### src/rtl/adxl355_spi_emu_pkg.sv
// Shared constants for the ADXL355 SPI emulator: register addresses, ID bytes,
// reset values of the writable configuration block and the SPI FSM state type.
package adxl355_pkg;

    localparam logic [6:0] ADDR_DEVID_AD  = 7'h00;
    localparam logic [6:0] ADDR_DEVID_MST = 7'h01;
    localparam logic [6:0] ADDR_PARTID    = 7'h02;
    localparam logic [6:0] ADDR_REVID     = 7'h03;
    localparam logic [6:0] ADDR_STATUS    = 7'h04;
    localparam logic [6:0] ADDR_XDATA3    = 7'h08;
    localparam logic [6:0] ADDR_XDATA2    = 7'h09;
    localparam logic [6:0] ADDR_XDATA1    = 7'h0A;
    localparam logic [6:0] ADDR_YDATA3    = 7'h0B;
    localparam logic [6:0] ADDR_YDATA2    = 7'h0C;
    localparam logic [6:0] ADDR_YDATA1    = 7'h0D;
    localparam logic [6:0] ADDR_ZDATA3    = 7'h0E;
    localparam logic [6:0] ADDR_ZDATA2    = 7'h0F;
    localparam logic [6:0] ADDR_ZDATA1    = 7'h10;
    localparam logic [6:0] ADDR_WR_FIRST  = 7'h1E;
    localparam logic [6:0] ADDR_RANGE     = 7'h2C;
    localparam logic [6:0] ADDR_POWER_CTL = 7'h2D;
    localparam logic [6:0] ADDR_RESET     = 7'h2F;
    localparam logic [6:0] ADDR_WR_LAST   = 7'h2F;

    localparam int WR_REG_COUNT = 18;

    localparam logic [7:0] DEVID_AD_VAL   = 8'hAD;
    localparam logic [7:0] DEVID_MST_VAL  = 8'h1D;
    localparam logic [7:0] PARTID_VAL     = 8'hED;
    localparam logic [7:0] REVID_VAL      = 8'h01;
    localparam logic [7:0] RESET_CODE     = 8'h52;
    localparam logic [7:0] RANGE_RST      = 8'h81;
    localparam logic [7:0] POWER_CTL_RST  = 8'h01;

    typedef enum logic [1:0] {
        ST_IDLE,
        ST_CMD,
        ST_DATA
    } spi_state_e;

    function automatic logic [7:0] wr_reset_value(input logic [6:0] addr);
        case (addr)
            ADDR_RANGE:     return RANGE_RST;
            ADDR_POWER_CTL: return POWER_CTL_RST;
            default:        return 8'h00;
        endcase
    endfunction

endpackage

### src/rtl/adxl355_spi_emu_if.sv
// SPI pin bundle between the ESP32 initiator (master) and the emulator (slave).
interface adxl355_spi_emu_if;
    logic csn;
    logic sclk;
    logic mosi;
    logic miso;
    logic miso_oe;

    modport master (output csn, output sclk, output mosi, input miso, input miso_oe);
    modport slave  (input csn, input sclk, input mosi, output miso, output miso_oe);
endinterface

### src/rtl/adxl355_spi_emu_spi_slave_byte.sv
// SPI mode-0 byte engine: pin synchronizers, edge detection, bit counter and
// MSB-first shift registers; the register/FSM logic lives in the top.
module spi_slave_byte #(
    parameter int SCLK_SYNC = 2
) (
    input  logic       clk,
    input  logic       rst_n,
    input  logic       csn_i,
    input  logic       sclk_i,
    input  logic       mosi_i,
    input  logic [7:0] tx_byte_i,
    output logic [7:0] byte_rx_o,
    output logic       byte_done_o,
    output logic       load_o,
    output logic       cs_start_o,
    output logic       cs_end_o,
    output logic       cs_active_o,
    output logic       miso_o,
    output logic       miso_oe_o
);

    logic [SCLK_SYNC-1:0] csn_sync_q;
    logic [SCLK_SYNC-1:0] sclk_sync_q;
    logic [SCLK_SYNC-1:0] mosi_sync_q;
    logic                 csn_prev_q;
    logic                 sclk_prev_q;
    logic [2:0]           bit_cnt_q;
    logic [7:0]           rx_q;
    logic [7:0]           tx_q;
    logic                 any_byte_q;
    logic                 byte_done_q;
    logic                 miso_q;
    logic                 miso_oe_q;

    logic csn_s;
    logic sclk_s;
    logic mosi_s;
    logic sclk_rise;
    logic sclk_fall;

    assign csn_s  = csn_sync_q[SCLK_SYNC-1];
    assign sclk_s = sclk_sync_q[SCLK_SYNC-1];
    assign mosi_s = mosi_sync_q[SCLK_SYNC-1];

    assign cs_active_o = !csn_s;
    assign cs_start_o  = csn_prev_q && !csn_s;
    assign cs_end_o    = !csn_prev_q && csn_s;
    assign sclk_rise   = cs_active_o && sclk_s && !sclk_prev_q;
    assign sclk_fall   = cs_active_o && !sclk_s && sclk_prev_q;

    // A new transmit byte is due on the first fall after a completed byte.
    assign load_o      = sclk_fall && (bit_cnt_q == 3'd0) && any_byte_q;

    assign byte_rx_o   = rx_q;
    assign byte_done_o = byte_done_q;
    assign miso_o      = miso_q;
    assign miso_oe_o   = miso_oe_q;

    always_ff @(posedge clk or negedge rst_n) begin
        if (!rst_n) begin
            csn_sync_q  <= '1;
            sclk_sync_q <= '0;
            mosi_sync_q <= '0;
            csn_prev_q  <= 1'b1;
            sclk_prev_q <= 1'b0;
        end else begin
            csn_sync_q  <= (csn_sync_q << 1) | SCLK_SYNC'(csn_i);
            sclk_sync_q <= (sclk_sync_q << 1) | SCLK_SYNC'(sclk_i);
            mosi_sync_q <= (mosi_sync_q << 1) | SCLK_SYNC'(mosi_i);
            csn_prev_q  <= csn_s;
            sclk_prev_q <= sclk_s;
        end
    end

    // Everything is cleared while deselected, so a partial byte never completes.
    always_ff @(posedge clk or negedge rst_n) begin
        if (!rst_n) begin
            bit_cnt_q   <= 3'd0;
            rx_q        <= 8'h00;
            tx_q        <= 8'h00;
            any_byte_q  <= 1'b0;
            byte_done_q <= 1'b0;
            miso_q      <= 1'b0;
            miso_oe_q   <= 1'b0;
        end else begin
            miso_oe_q <= cs_active_o;
            miso_q    <= cs_active_o && tx_q[7];
            if (!cs_active_o || cs_start_o) begin
                bit_cnt_q   <= 3'd0;
                rx_q        <= 8'h00;
                tx_q        <= 8'h00;
                any_byte_q  <= 1'b0;
                byte_done_q <= 1'b0;
            end else begin
                byte_done_q <= 1'b0;
                if (sclk_rise) begin
                    rx_q      <= {rx_q[6:0], mosi_s};
                    bit_cnt_q <= bit_cnt_q + 3'd1;
                    if (bit_cnt_q == 3'd7) begin
                        byte_done_q <= 1'b1;
                        any_byte_q  <= 1'b1;
                    end
                end
                if (sclk_fall) begin
                    if (load_o) begin
                        tx_q <= tx_byte_i;
                    end else begin
                        tx_q <= {tx_q[6:0], 1'b0};
                    end
                end
            end
        end
    end

endmodule

### src/rtl/adxl355_spi_emu.sv
// ADXL355 register-interface emulator on the SPI slave side. Define
// ADXL355_EMU_WRITE_EN to back 0x1E-0x2F with a writable, read-back image.
module adxl355_spi_emu
    import adxl355_pkg::*;
#(
    parameter int SCLK_SYNC = 2
) (
    input  logic                   clk,
    input  logic                   resetn,
    adxl355_spi_emu_if.slave       spi,
    input  logic [19:0]            sample_x,
    input  logic [19:0]            sample_y,
    input  logic [19:0]            sample_z,
    input  logic                   sample_valid,
    output logic                   drdy,
    output logic                   wr_stb,
    output logic [6:0]             wr_addr,
    output logic [7:0]             wr_data
);

    spi_state_e  state_q;
    logic [6:0]  addr_q;
    logic        rw_q;
    logic        wr_stb_q;
    logic [6:0]  wr_addr_q;
    logic [7:0]  wr_data_q;

    logic [19:0] x_q, y_q, z_q;
    logic [19:0] pend_x_q, pend_y_q, pend_z_q;
    logic        pend_valid_q;
    logic        drdy_q;

    logic [7:0]  byte_rx;
    logic        byte_done;
    logic        load;
    logic        cs_start;
    logic        cs_end;
    logic        cs_active;
    logic [7:0]  read_data_d;
    logic [7:0]  tx_byte_d;
    logic        wr_fire;
    logic        rdy_clear;

    spi_slave_byte #(
        .SCLK_SYNC (SCLK_SYNC)
    ) u_byte (
        .clk         (clk),
        .rst_n       (resetn),
        .csn_i       (spi.csn),
        .sclk_i      (spi.sclk),
        .mosi_i      (spi.mosi),
        .tx_byte_i   (tx_byte_d),
        .byte_rx_o   (byte_rx),
        .byte_done_o (byte_done),
        .load_o      (load),
        .cs_start_o  (cs_start),
        .cs_end_o    (cs_end),
        .cs_active_o (cs_active),
        .miso_o      (spi.miso),
        .miso_oe_o   (spi.miso_oe)
    );

    assign wr_fire   = (state_q == ST_DATA) && byte_done && !rw_q;
    assign rdy_clear = load && (state_q == ST_DATA) && rw_q && (addr_q == ADDR_XDATA3);
    assign tx_byte_d = ((state_q == ST_DATA) && rw_q) ? read_data_d : 8'h00;

`ifdef ADXL355_EMU_WRITE_EN
    logic [7:0] wr_regs_q [WR_REG_COUNT];
    logic [4:0] wr_idx;
    logic       wr_hit;

    assign wr_idx = 5'(addr_q - ADDR_WR_FIRST);
    assign wr_hit = (addr_q >= ADDR_WR_FIRST) && (addr_q <= ADDR_WR_LAST);

    // Writing the reset code to the RESET register reloads the whole block.
    always_ff @(posedge clk or negedge resetn) begin
        if (!resetn) begin
            for (int i = 0; i < WR_REG_COUNT; i++) begin
                wr_regs_q[i] <= wr_reset_value(ADDR_WR_FIRST + 7'(i));
            end
        end else if (wr_fire && wr_hit) begin
            if (addr_q == ADDR_RESET && byte_rx == RESET_CODE) begin
                for (int i = 0; i < WR_REG_COUNT; i++) begin
                    wr_regs_q[i] <= wr_reset_value(ADDR_WR_FIRST + 7'(i));
                end
            end else begin
                wr_regs_q[wr_idx] <= byte_rx;
            end
        end
    end
`endif

    always_comb begin
        read_data_d = 8'h00;
        case (addr_q)
            ADDR_DEVID_AD:  read_data_d = DEVID_AD_VAL;
            ADDR_DEVID_MST: read_data_d = DEVID_MST_VAL;
            ADDR_PARTID:    read_data_d = PARTID_VAL;
            ADDR_REVID:     read_data_d = REVID_VAL;
            ADDR_STATUS:    read_data_d = {7'b0, drdy_q};
            ADDR_XDATA3:    read_data_d = x_q[19:12];
            ADDR_XDATA2:    read_data_d = x_q[11:4];
            ADDR_XDATA1:    read_data_d = {x_q[3:0], 4'h0};
            ADDR_YDATA3:    read_data_d = y_q[19:12];
            ADDR_YDATA2:    read_data_d = y_q[11:4];
            ADDR_YDATA1:    read_data_d = {y_q[3:0], 4'h0};
            ADDR_ZDATA3:    read_data_d = z_q[19:12];
            ADDR_ZDATA2:    read_data_d = z_q[11:4];
            ADDR_ZDATA1:    read_data_d = {z_q[3:0], 4'h0};
            default:        read_data_d = 8'h00;
        endcase
`ifdef ADXL355_EMU_WRITE_EN
        if (wr_hit) begin
            read_data_d = wr_regs_q[wr_idx];
        end
`endif
    end

    always_ff @(posedge clk or negedge resetn) begin
        if (!resetn) begin
            state_q   <= ST_IDLE;
            addr_q    <= 7'h00;
            rw_q      <= 1'b0;
            wr_stb_q  <= 1'b0;
            wr_addr_q <= 7'h00;
            wr_data_q <= 8'h00;
        end else begin
            wr_stb_q <= 1'b0;
            case (state_q)
                ST_IDLE: begin
                    if (cs_start) begin
                        state_q <= ST_CMD;
                    end
                end
                ST_CMD: begin
                    if (byte_done) begin
                        addr_q  <= byte_rx[7:1];
                        rw_q    <= byte_rx[0];
                        state_q <= ST_DATA;
                    end
                end
                ST_DATA: begin
                    if (byte_done) begin
                        if (!rw_q) begin
                            wr_stb_q  <= 1'b1;
                            wr_addr_q <= addr_q;
                            wr_data_q <= byte_rx;
                        end
                        addr_q <= addr_q + 7'd1;
                    end
                end
                default: state_q <= ST_IDLE;
            endcase
            if (!cs_active) begin
                state_q <= ST_IDLE;
            end
        end
    end

    // Samples arriving mid-transaction are parked so a burst reads one coherent
    // sample; a direct capture is the newest data and so is applied last.
    always_ff @(posedge clk or negedge resetn) begin
        if (!resetn) begin
            x_q          <= 20'h0;
            y_q          <= 20'h0;
            z_q          <= 20'h0;
            pend_x_q     <= 20'h0;
            pend_y_q     <= 20'h0;
            pend_z_q     <= 20'h0;
            pend_valid_q <= 1'b0;
            drdy_q       <= 1'b0;
        end else begin
            if (rdy_clear) begin
                drdy_q <= 1'b0;
            end
            if (cs_end && pend_valid_q) begin
                x_q          <= pend_x_q;
                y_q          <= pend_y_q;
                z_q          <= pend_z_q;
                pend_valid_q <= 1'b0;
                drdy_q       <= 1'b1;
            end
            if (sample_valid) begin
                if (cs_active) begin
                    pend_x_q     <= sample_x;
                    pend_y_q     <= sample_y;
                    pend_z_q     <= sample_z;
                    pend_valid_q <= 1'b1;
                end else begin
                    x_q    <= sample_x;
                    y_q    <= sample_y;
                    z_q    <= sample_z;
                    drdy_q <= 1'b1;
                end
            end
        end
    end

    assign drdy    = drdy_q;
    assign wr_stb  = wr_stb_q;
    assign wr_addr = wr_addr_q;
    assign wr_data = wr_data_q;

endmodule

### src/flat_wrapper.sv
// flat-port wrapper written by rule: the top's interface ports become plain ports
module adxl355_spi_emu_flat import adxl355_pkg::*;
#(
    parameter int SCLK_SYNC = 2
)
  (clk, resetn, sample_x, sample_y, sample_z, sample_valid, drdy, wr_stb, wr_addr, wr_data, spi_csn, spi_sclk, spi_mosi, spi_miso, spi_miso_oe);
  adxl355_spi_emu_if spi_i ();
  input  logic clk;
  input  logic resetn;
  input  logic [19:0] sample_x;
  input  logic [19:0] sample_y;
  input  logic [19:0] sample_z;
  input  logic sample_valid;
  output logic drdy;
  output logic wr_stb;
  output logic [6:0] wr_addr;
  output logic [7:0] wr_data;
  input wire logic [$bits(spi_i.csn)-1:0] spi_csn;
  input wire logic [$bits(spi_i.sclk)-1:0] spi_sclk;
  input wire logic [$bits(spi_i.mosi)-1:0] spi_mosi;
  output wire logic [$bits(spi_i.miso)-1:0] spi_miso;
  output wire logic [$bits(spi_i.miso_oe)-1:0] spi_miso_oe;
  assign spi_i.csn = spi_csn;
  assign spi_i.sclk = spi_sclk;
  assign spi_i.mosi = spi_mosi;
  assign spi_miso = spi_i.miso;
  assign spi_miso_oe = spi_i.miso_oe;
  adxl355_spi_emu #(.SCLK_SYNC(SCLK_SYNC)) u_core (.clk(clk), .resetn(resetn), .spi(spi_i), .sample_x(sample_x), .sample_y(sample_y), .sample_z(sample_z), .sample_valid(sample_valid), .drdy(drdy), .wr_stb(wr_stb), .wr_addr(wr_addr), .wr_data(wr_data));
endmodule
### config.mk
export PLATFORM = sky130hd
export DESIGN_NAME = adxl355_spi_emu_flat
export DESIGN_NICKNAME = d
export VERILOG_FILES = /design/src/rtl/adxl355_spi_emu_pkg.sv /design/src/rtl/adxl355_spi_emu_if.sv /design/src/rtl/adxl355_spi_emu_spi_slave_byte.sv /design/src/rtl/adxl355_spi_emu.sv /design/src/flat_wrapper.sv
export SDC_FILE = /design/constraint.sdc
export NUM_CORES = 1
export LEC_CHECK = 0
export CAP_MARGIN = 15
export CORE_MARGIN = 4
export CORE_UTILIZATION = 63
export CTS_BUF_LIST = sky130_fd_sc_hd__clkbuf_2 sky130_fd_sc_hd__clkbuf_4 sky130_fd_sc_hd__clkbuf_8
export DETAILED_ROUTE_END_ITERATION = 12
export GPL_ROUTABILITY_DRIVEN = 0
export MAX_ROUTING_LAYER = met4
export PLACE_DENSITY_LB_ADDON = 0.15
export SLEW_MARGIN = 20
export SYNTH_ARGS = -nofsm -noshare
export SYNTH_HDL_FRONTEND = slang
export SYNTH_SLANG_ARGS = --single-unit
### constraint.sdc
create_clock -name clk -period 2.9 [get_ports clk]
set_input_delay 0.435 -clock clk [delete_from_list [all_inputs] [get_ports clk]]
set_output_delay 0.435 -clock clk [all_outputs]
set_load 0.05 [all_outputs]
---- Word level (Yosys, flattened, before mapping) ----
Index checks and enable logic that the tools add are counted.
storage, ports and cells
  output and inout bits ................... 19
  flip-flop bits (word level) ............. 179
  word-level logic and storage cells ...... 127
  bits of input ports ..................... 66
cells by class
  reduce and logical (&&, ||, !) cells .... 32
  mux-type cells .......................... 41
  bitwise operators ....................... 5
  equality and inequality tests ........... 21
  $add $sub $neg .......................... 2
operator list
  cell                                                                    number
  20-bit 2-to-1 mux                                                       9
  8-bit one-hot mux with 14 select lines                                  1
  7-bit by 4-bit equality test with 1-bit output (second input constant)  8
  8-bit 2-to-1 mux                                                        6
  1-bit 2-to-1 mux                                                        16
  7-bit by 2-bit equality test with 1-bit output (second input constant)  2
  1-bit logical AND                                                       14
  7-bit 2-to-1 mux                                                        2
  7-bit one-hot mux with 2 select lines                                   1
  3-bit AND reduction                                                     3
  2-bit nonzero test                                                      4
  7-bit by 1-bit adder with 7-bit output (second input constant)          1
  7-bit by 1-bit equality test with 1-bit output (second input constant)  1
  7-bit by 3-bit equality test with 1-bit output (second input constant)  1
  7-bit by 5-bit equality test with 1-bit output (second input constant)  1
  7-bit logical NOT                                                       1
  2-bit 2-to-1 mux                                                        3
  3-bit 2-to-1 mux                                                        2
  2-bit inequality test (second input constant)                           3
  3-bit inequality test (second input constant)                           2
  2-bit by 1-bit bitwise OR with 2-bit output                             3
  2-bit one-hot mux with 3 select lines                                   1
  2-bit AND reduction                                                     3
  1-bit logical NOT                                                       4
  other kinds (8)                                                         9

---- Longest topological paths before layout ----
Gate-level depths: netlist of run 1.
  depth after elaboration ................. 12
  depth in mapped cells ................... 8

---- Modules after synthesis ----
From an unflattened synthesis of run 1, not the netlist that was laid out.
second synthesis, totals
  cell total of the unflattened synthesis .. 689
  area, all modules ....................... 8065.2 sq um
modules (own cells, without submodules)
  module           cells an instance  seq. area each (sq um)  times used  area an instance (sq um)
  adxl355_spi_emu  598                3703.6                  1           6827.8
  spi_slave_byte   91                 779.5                   1           1237.4

---- Least setup slack after synthesis of run 1 ----
No wires, ideal clock.
  path type ............................... register to register
  from .................................... reg u_core.addr_q[0]
  to ...................................... reg u_core.u_byte.tx_q[6]
  path slack .............................. 1.105 ns
  library setup time ...................... 0.127 ns
  arrival time ............................ 1.668 ns
  stages on the path, launching flop included .. 9
  data required time ...................... 2.773 ns
  path through ............................ dfrtp_1 -> inv_1 -> ha_1 -> buf_2 -> nor3b_2 -> and3_1 -> a32o_1 -> nor3_1 -> o21ai_1
between the ends
  cells in the longest elaborated chain, start to end .. 6
  elaborated cells between the ends (all ways) .. 19
  those cells by class .................... eq/ne: 13; mux: 5; reduce/logical: 1
RTL lines
  item                                                                          RTL line                               RTL
  start: declaration                                                            adxl355_spi_emu.sv:22                  logic [6:0] addr_q;
  start signal: assignment                                                      adxl355_spi_emu.sv:137                 addr_q <= byte_rx[7:1];
  start signal: assignment                                                      adxl355_spi_emu.sv:149                 addr_q <= addr_q + 7'd1;
  7-bit by 5-bit equality test with 1-bit output, or another cell as far along  adxl355_spi_emu.sv:95                  case (addr_q)
  8-bit one-hot mux with 14 select lines (*)                                    adxl355_spi_emu.sv:95
  8-bit 2-to-1 mux (*)                                                          adxl355_spi_emu.sv:65                  assign tx_byte_d = ((state_q == ST_DATA) && rw_q) ? read_data_d : 8'h00;
  8-bit 2-to-1 mux (*)                                                          adxl355_spi_emu_spi_slave_byte.sv:105  if (load_o) begin
  8-bit 2-to-1 mux (*)                                                          adxl355_spi_emu_spi_slave_byte.sv:104  if (sclk_fall) begin
  8-bit 2-to-1 mux (*)                                                          adxl355_spi_emu_spi_slave_byte.sv:88   if (!cs_active_o || cs_start_o) begin
  end signal: assignment                                                        adxl355_spi_emu_spi_slave_byte.sv:106  tx_q <= tx_byte_i;
  end signal: assignment                                                        adxl355_spi_emu_spi_slave_byte.sv:108  tx_q <= {tx_q[6:0], 1'b0};
  end: declaration                                                              adxl355_spi_emu_spi_slave_byte.sv:29   logic [7:0] tx_q;
Mark *: on every way between the ends. The rest lies on a longest branch, timed or not. The select of a mux whose other input is x is not followed.
A chain may end at the register's enable or synchronous reset.

---- Final worst setup path of run 1 ----
  from .................................... reg u_core.addr_q[0]
  to ...................................... reg u_core.u_byte.tx_q[1]
The elaborated chain is that of the path after synthesis.

==> impl_metrics.toml, run 1 <==
[status]
status = "finished clean"

[timing]
setup_slack_ns = 0.677
rsz0062_at_grt = "no"
slew_viol_final = 0
setup_viol = 0
hold_violations = 0
fmax_mhz = 450
max-slew-margin-rel_pct = 43.7
final.min_clock_period_ns = 2.22
worst_pin_slew_ns = 0.843
setup_tns_ns = 0
holdWs_ns = 0.362
finalCritPeriodShare_pct = 76.6
fin_skew_ns = 0.00859

[route]
post_drt_wl_per_cell_um = 18.7
via_count = 5827
postRouteWirelength_um = 18100
route.detailed.drc = 0
firstDrtPassIters = 5
drt_iter0_drc = 610
antenna_left = 0
viasPerCell = 6.02

[global_route]
grt_pass1_wl_um = 30100
antenna_found_initial = 0
gr-total-overflow = 0
grt_pass1_vias = 5771
grt_usage_pct = 27.2
grt_max_degree = 72

[cts]
clockBufferDepth = 2
clkLatencyLatePin_ns = 0.47
htree_levels = 4
cts_tree = "done"
cts_hold_buf = 1
path_clk_slew_ns = 0.09
ctsResizeCount = 0
root_buffer = "clkbuf_8"
post_cts_buffers = 0
clock_sinks = 179
numCtsBuffers = 17

[synthesis]
synth_area_leaders = "dfrtp_1, mux2_2, mux2i_1"
ys_seq_elements = 179
ys_async_sr_fraction_pct = 100
avgSynthCellArea_um2 = 11.3
ys.flop_type = "dfrtp_1"
ys_seq_area_share_pct = 55.3
synth_cell_type_count = 50
yosysMostFrequentCell = "dfrtp_1"
synth_nets = 792
synth_warnings = 0
synth_edf_count = 0
syn_area_um2 = 8110
synth_top_cell_area_share_pct = 54.3
synth_top_cell_by_area = "dfrtp_1"
synthCells = 719
synth_common_cells = "dfrtp_1, nand2_1, mux2_2, mux2i_1, o21ai_0"

[setup_path]
rr_endpoint = "u_core.u_byte.tx_q[1]"
end_kind = "flip-flop"
crit_fanout = 16
start_kind = "flip-flop"
required_ns = 3.29
r2r_cells = 7
critical_path_arrival_ns = 2.61
worst-r2r-setup-slack_ns = 0.68
r2r-start = "u_core.addr_q[0]"
path_class = "flip-flop to flip-flop"

[layout]
num_antenna_cells = 0
n_fill_cell = 859
drive_above_1_share_pct = 16.1
area_growth_pct = 17.0
nets = 856

[floorplan]
die-height_um = 121
num_rows = 41
core_um2 = 12600
ios = 85
die_width_um = 121
dieArea_um2 = 14800
initial_core_util_pct = 64.3

[placed_design]
dp_hpwl_um = 12500
portBuffers = 84
dpl_worst_slack_ns = 0.718

[min_path]
holdPathStages = 0
hp-start = "u_core.u_byte.sclk_sync_q[0]"
whs_endpoint = "u_core.u_byte.sclk_sync_q[1]"
hp-class = "flip-flop to flip-flop"

[pwr]
p_per_area_nw_per_um2 = 561
p_leak_nw = 4.22
ir_drop_v = 0.000396

[run]
maxCapViolations = 0
## report_power, final
| group | internal [mW] | switching, mW | total (mW) |
|---|---|---|---|
| registers | 2.77 | 0.211 | 2.98 |
| clock network | 0.867 | 0.875 | 1.74 |
| logic | 0.325 | 0.278 | 0.603 |
| total | 3.96 | 1.36 | 5.33 |
## routing by layer
metal / GRT usage (%) / share of wire [%] / up-vias
met2: 41.1 / 48 / 237
met5: - / 0 / -
met3: 4.94 / 6.6 / 43
met4: 10.9 / 2.6 / 0
li1: - / - / 2686
met1: 37.1 / 42 / 2861
## kinds of logic after synthesis
kind of cell	share of synthesized area [%]
simple gates	9.61
compound gates	11.9
fa+ha+maj	1.08
xor+xnor	0.108
flops	55.3
buf+inv	3.35
mux	18.7
## worst max path at each step
stage	start	end	slack, ns	cells after the start
finish	u_core.addr_q[0]	u_core.u_byte.tx_q[1]	0.68	7
global route	u_core.addr_q[0]	u_core.u_byte.tx_q[3]	0.53	7
CTS	u_core.addr_q[0]	u_core.u_byte.tx_q[1]	0.70	7
detailed placement	u_core.addr_q[0]	u_core.u_byte.tx_q[1]	0.72	7
global placement	u_core.addr_q[0]	u_core.u_byte.tx_q[3]	0.85	7
floorplan	u_core.addr_q[0]	u_core.u_byte.tx_q[6]	1.11	8
## placed cells by master (no fill, tap or decap), types with 17 or more instances in the layout
cell type | Yosys | layout
dfrtp_1 | 176 | 176
nand2_1 | 97 | 97
clkdlybuf4s50_1 | 0 | 83
mux2_2 | 70 | 70
mux2i_1 | 63 | 63
o21ai_0 | 56 | 56
o21ai_1 | 34 | 34
a21oi_1 | 20 | 20
clkbuf_8 | 0 | 18
a22oi_1 | 17 | 17
## critical path: stages (launching register included)
cell and delay, ns:
dfrtp_1 0.47, inv_1 0.14, ha_1 0.54, mux2i_1 0.16
nor3_1 0.17, o21ai_1 0.08, a211o_1 0.40, o21ai_1 0.19
## flip-flops by register name, indices dropped and copies added, names as in the netlist, 2 cells and up
name                       cells
u_core.u_byte.mosi_sync_q      2
u_core.x_q                    20
u_core.u_byte.csn_sync_q       2
u_core.wr_addr                 7
u_core.u_byte.byte_rx_o        8
u_core.y_q                    20
u_core.addr_q                  7
u_core.pend_x_q               20
u_core.u_byte.sclk_sync_q      2
u_core.u_byte.bit_cnt_q        3
u_core.wr_data                 8
u_core.u_byte.tx_q             8
u_core.state_q                 2
u_core.pend_y_q               20
u_core.z_q                    20
u_core.pend_z_q               20
## stage by stage
stage / cells / power, mW / utilization, % / cell area, µm²
6_report: 968 / 5.33 / 75.2 / 9490
5_1_grt: 968 / 5.58 / 75.2 / 9490
4_1_cts: 968 / 5.36 / 75.2 / 9490
3_5_place_dp: 935 / 3.63 / 71.9 / 9070
3_3_place_gp: 935 / 3.59 / 71.9 / 9070
2_1_floorplan: 719 / 3.30 / - / 8110
## area by class of cell
class / count / area, µm² / area share (%)
inverter: 13 / 48.8 / 0.514
tap: 172 / 215 / 2.27
clock inverter: 14 / 163 / 1.71
timing repair buffer: 95 / 965 / 10.2
clock buffer: 18 / 248 / 2.61
multi-input combinational: 477 / 3370 / 35.5
sequential: 179 / 4480 / 47.2
No activity file was read; power rests on OpenSTA's default activity.
==> run 2, diff against run 1 <==
CORE_UTILIZATION = 59   (was 63)
clock period = 2.1 ns   (was 2.9 ns; I/O delays follow)
==> run 2 against run 1 <==
Net effect: global-route usage down 2.5 points; sequential cell count unchanged; combinational power up 40%; first-iteration DRC count up 2.6%; core utilization down 2.3 points; sequential power up 38%; register-to-register slack worse by 0.57 ns; largest power group unchanged.
==> impl_metrics.toml, run 2 (synthesized netlist as in run 1, its figures left out) <==
[timing]
hold_violations = 0
setup_tns_ns = 0
setup_viol = 0
rsz0062_at_grt = "no"
worst_pin_slew_ns = 0.516
final.min_clock_period_ns = 1.99
fin_skew_ns = 0.0112
finalCritPeriodShare_pct = 94.8
slew_viol_final = 0
setup_slack_ns = 0.110
max-slew-margin-rel_pct = 65.5
fmax_mhz = 502

[setup_path]
path_class = "flip-flop to flip-flop"
critical_path_arrival_ns = 2.33
required_ns = 2.44
start_kind = "flip-flop"
end_kind = "flip-flop"
crit_fanout = 8
worst-r2r-setup-slack_ns = 0.11

[layout]
drive_above_1_share_pct = 18.2
seq_area_um2 = 4490
nets = 872
final_cell_mix = "dfrtp_1, nand2_1, clkdlybuf4s50_1, mux2_2, mux2i_1"
n_fill_cell = 899
num_antenna_cells = 0
multi_input_area_um2 = 3380
area_growth_pct = 20.0
final_common_cell = "dfrtp_1"

[global_route]
grt_max_degree = 61
grt_usage_pct = 24.7
antenna_found_initial = 0
grt_pass1_vias = 5767
grt_pass1_wl_um = 30200
gr-total-overflow = 0

[route]
firstDrtPassIters = 6
drt_iter0_drc = 626
route.detailed.drc = 0
post_drt_wl_per_cell_um = 18.6
via_count = 5889
postRouteWirelength_um = 18300
antenna_left = 0
viasPerCell = 5.96

[cts]
root_buffer = "clkbuf_8"
clkLatencyLatePin_ns = 0.46
numCtsBuffers = 17
post_cts_buffers = 0
path_clk_slew_ns = 0.09
htree_levels = 4
cts_tree = "done"
clockBufferDepth = 2
clock_sinks = 179

[placed_design]
dpl_worst_slack_ns = 0.0723
portBuffers = 84
dp_hpwl_um = 12800

[pwr]
ir_drop_v = 0.000646
p_leak_nw = 4.35
p_per_area_nw_per_um2 = 787
total_power_mw = 7.66

[floorplan]
initial_core_util_pct = 60.8
num_rows = 42
dieArea_um2 = 15700
core_um2 = 13300
ios = 85
die-height_um = 125
die_width_um = 125

[run]
maxCapViolations = 0

[min_path]
hp-class = "input port to flip-flop"

[status]
status = "finished clean"
## run 2: worst paths after layout
check,from,to,cells past startpoint
max,u_core.addr_q[0],u_core.u_byte.tx_q[6],7
min,spi_csn,u_core.u_byte.csn_sync_q[0],1
max reg2reg,u_core.addr_q[0],u_core.u_byte.tx_q[6],7
min reg2reg,u_core.u_byte.csn_sync_q[0],u_core.u_byte.csn_sync_q[1],0
max in group asynchronous,resetn,u_core.pend_x_q[16],3
min in group asynchronous,resetn,u_core.y_q[8],2
## run 2: power by group
part           switching (mW)  leakage [nW]  internal (mW)  total [mW]
sequential              0.273          2.22           3.83        4.10
clock                    1.16         0.233           1.55        2.71
combinational           0.384          1.90          0.461       0.845
## run 2: repair_timing
item                       CTS  global route
hold endpoints to repair    46             0
hold buffers                 1             0
resized for setup            0             5
setup endpoints to repair    0             8
## run 2: worst max-delay path, stage by stage (launching register included)
cell and delay, ns:
dfrtp_2 0.44, inv_1 0.10, ha_1 0.24, nor3b_4 0.18, and3_1 0.29, a32o_1 0.24, nor3_1 0.27, o21ai_1 0.11
## run 2: layout make-up
class | count | share of cell area, %
inverter | 13 | 0.501
clock buffer | 23 | 3.06
timing repair buffer | 111 | 11.5
clock inverter | 9 | 1.82
tap | 176 | 2.26
sequential | 179 | 46.1
multi-input combinational | 477 | 34.8
## run 2: stage by stage
stage	instance area (µm²)	instances	hold WS, ns	utilization [%]
after floorplan	8110	719	0.0194	-
after global placement	9230	955	0.299	69.2
after detailed placement	9230	955	0.304	69.2
after CTS	9720	988	0.239	72.8
after global routing	9740	988	0.237	72.9
final	9740	988	0.263	72.9
## run 2: layer usage
layer / GRT usage, % / part of all wire, %
met5: - / 0
met4: 8.61 / 2.4
met3: 6.35 / 6.6
met2: 37.9 / 48
met1: 32.3 / 43
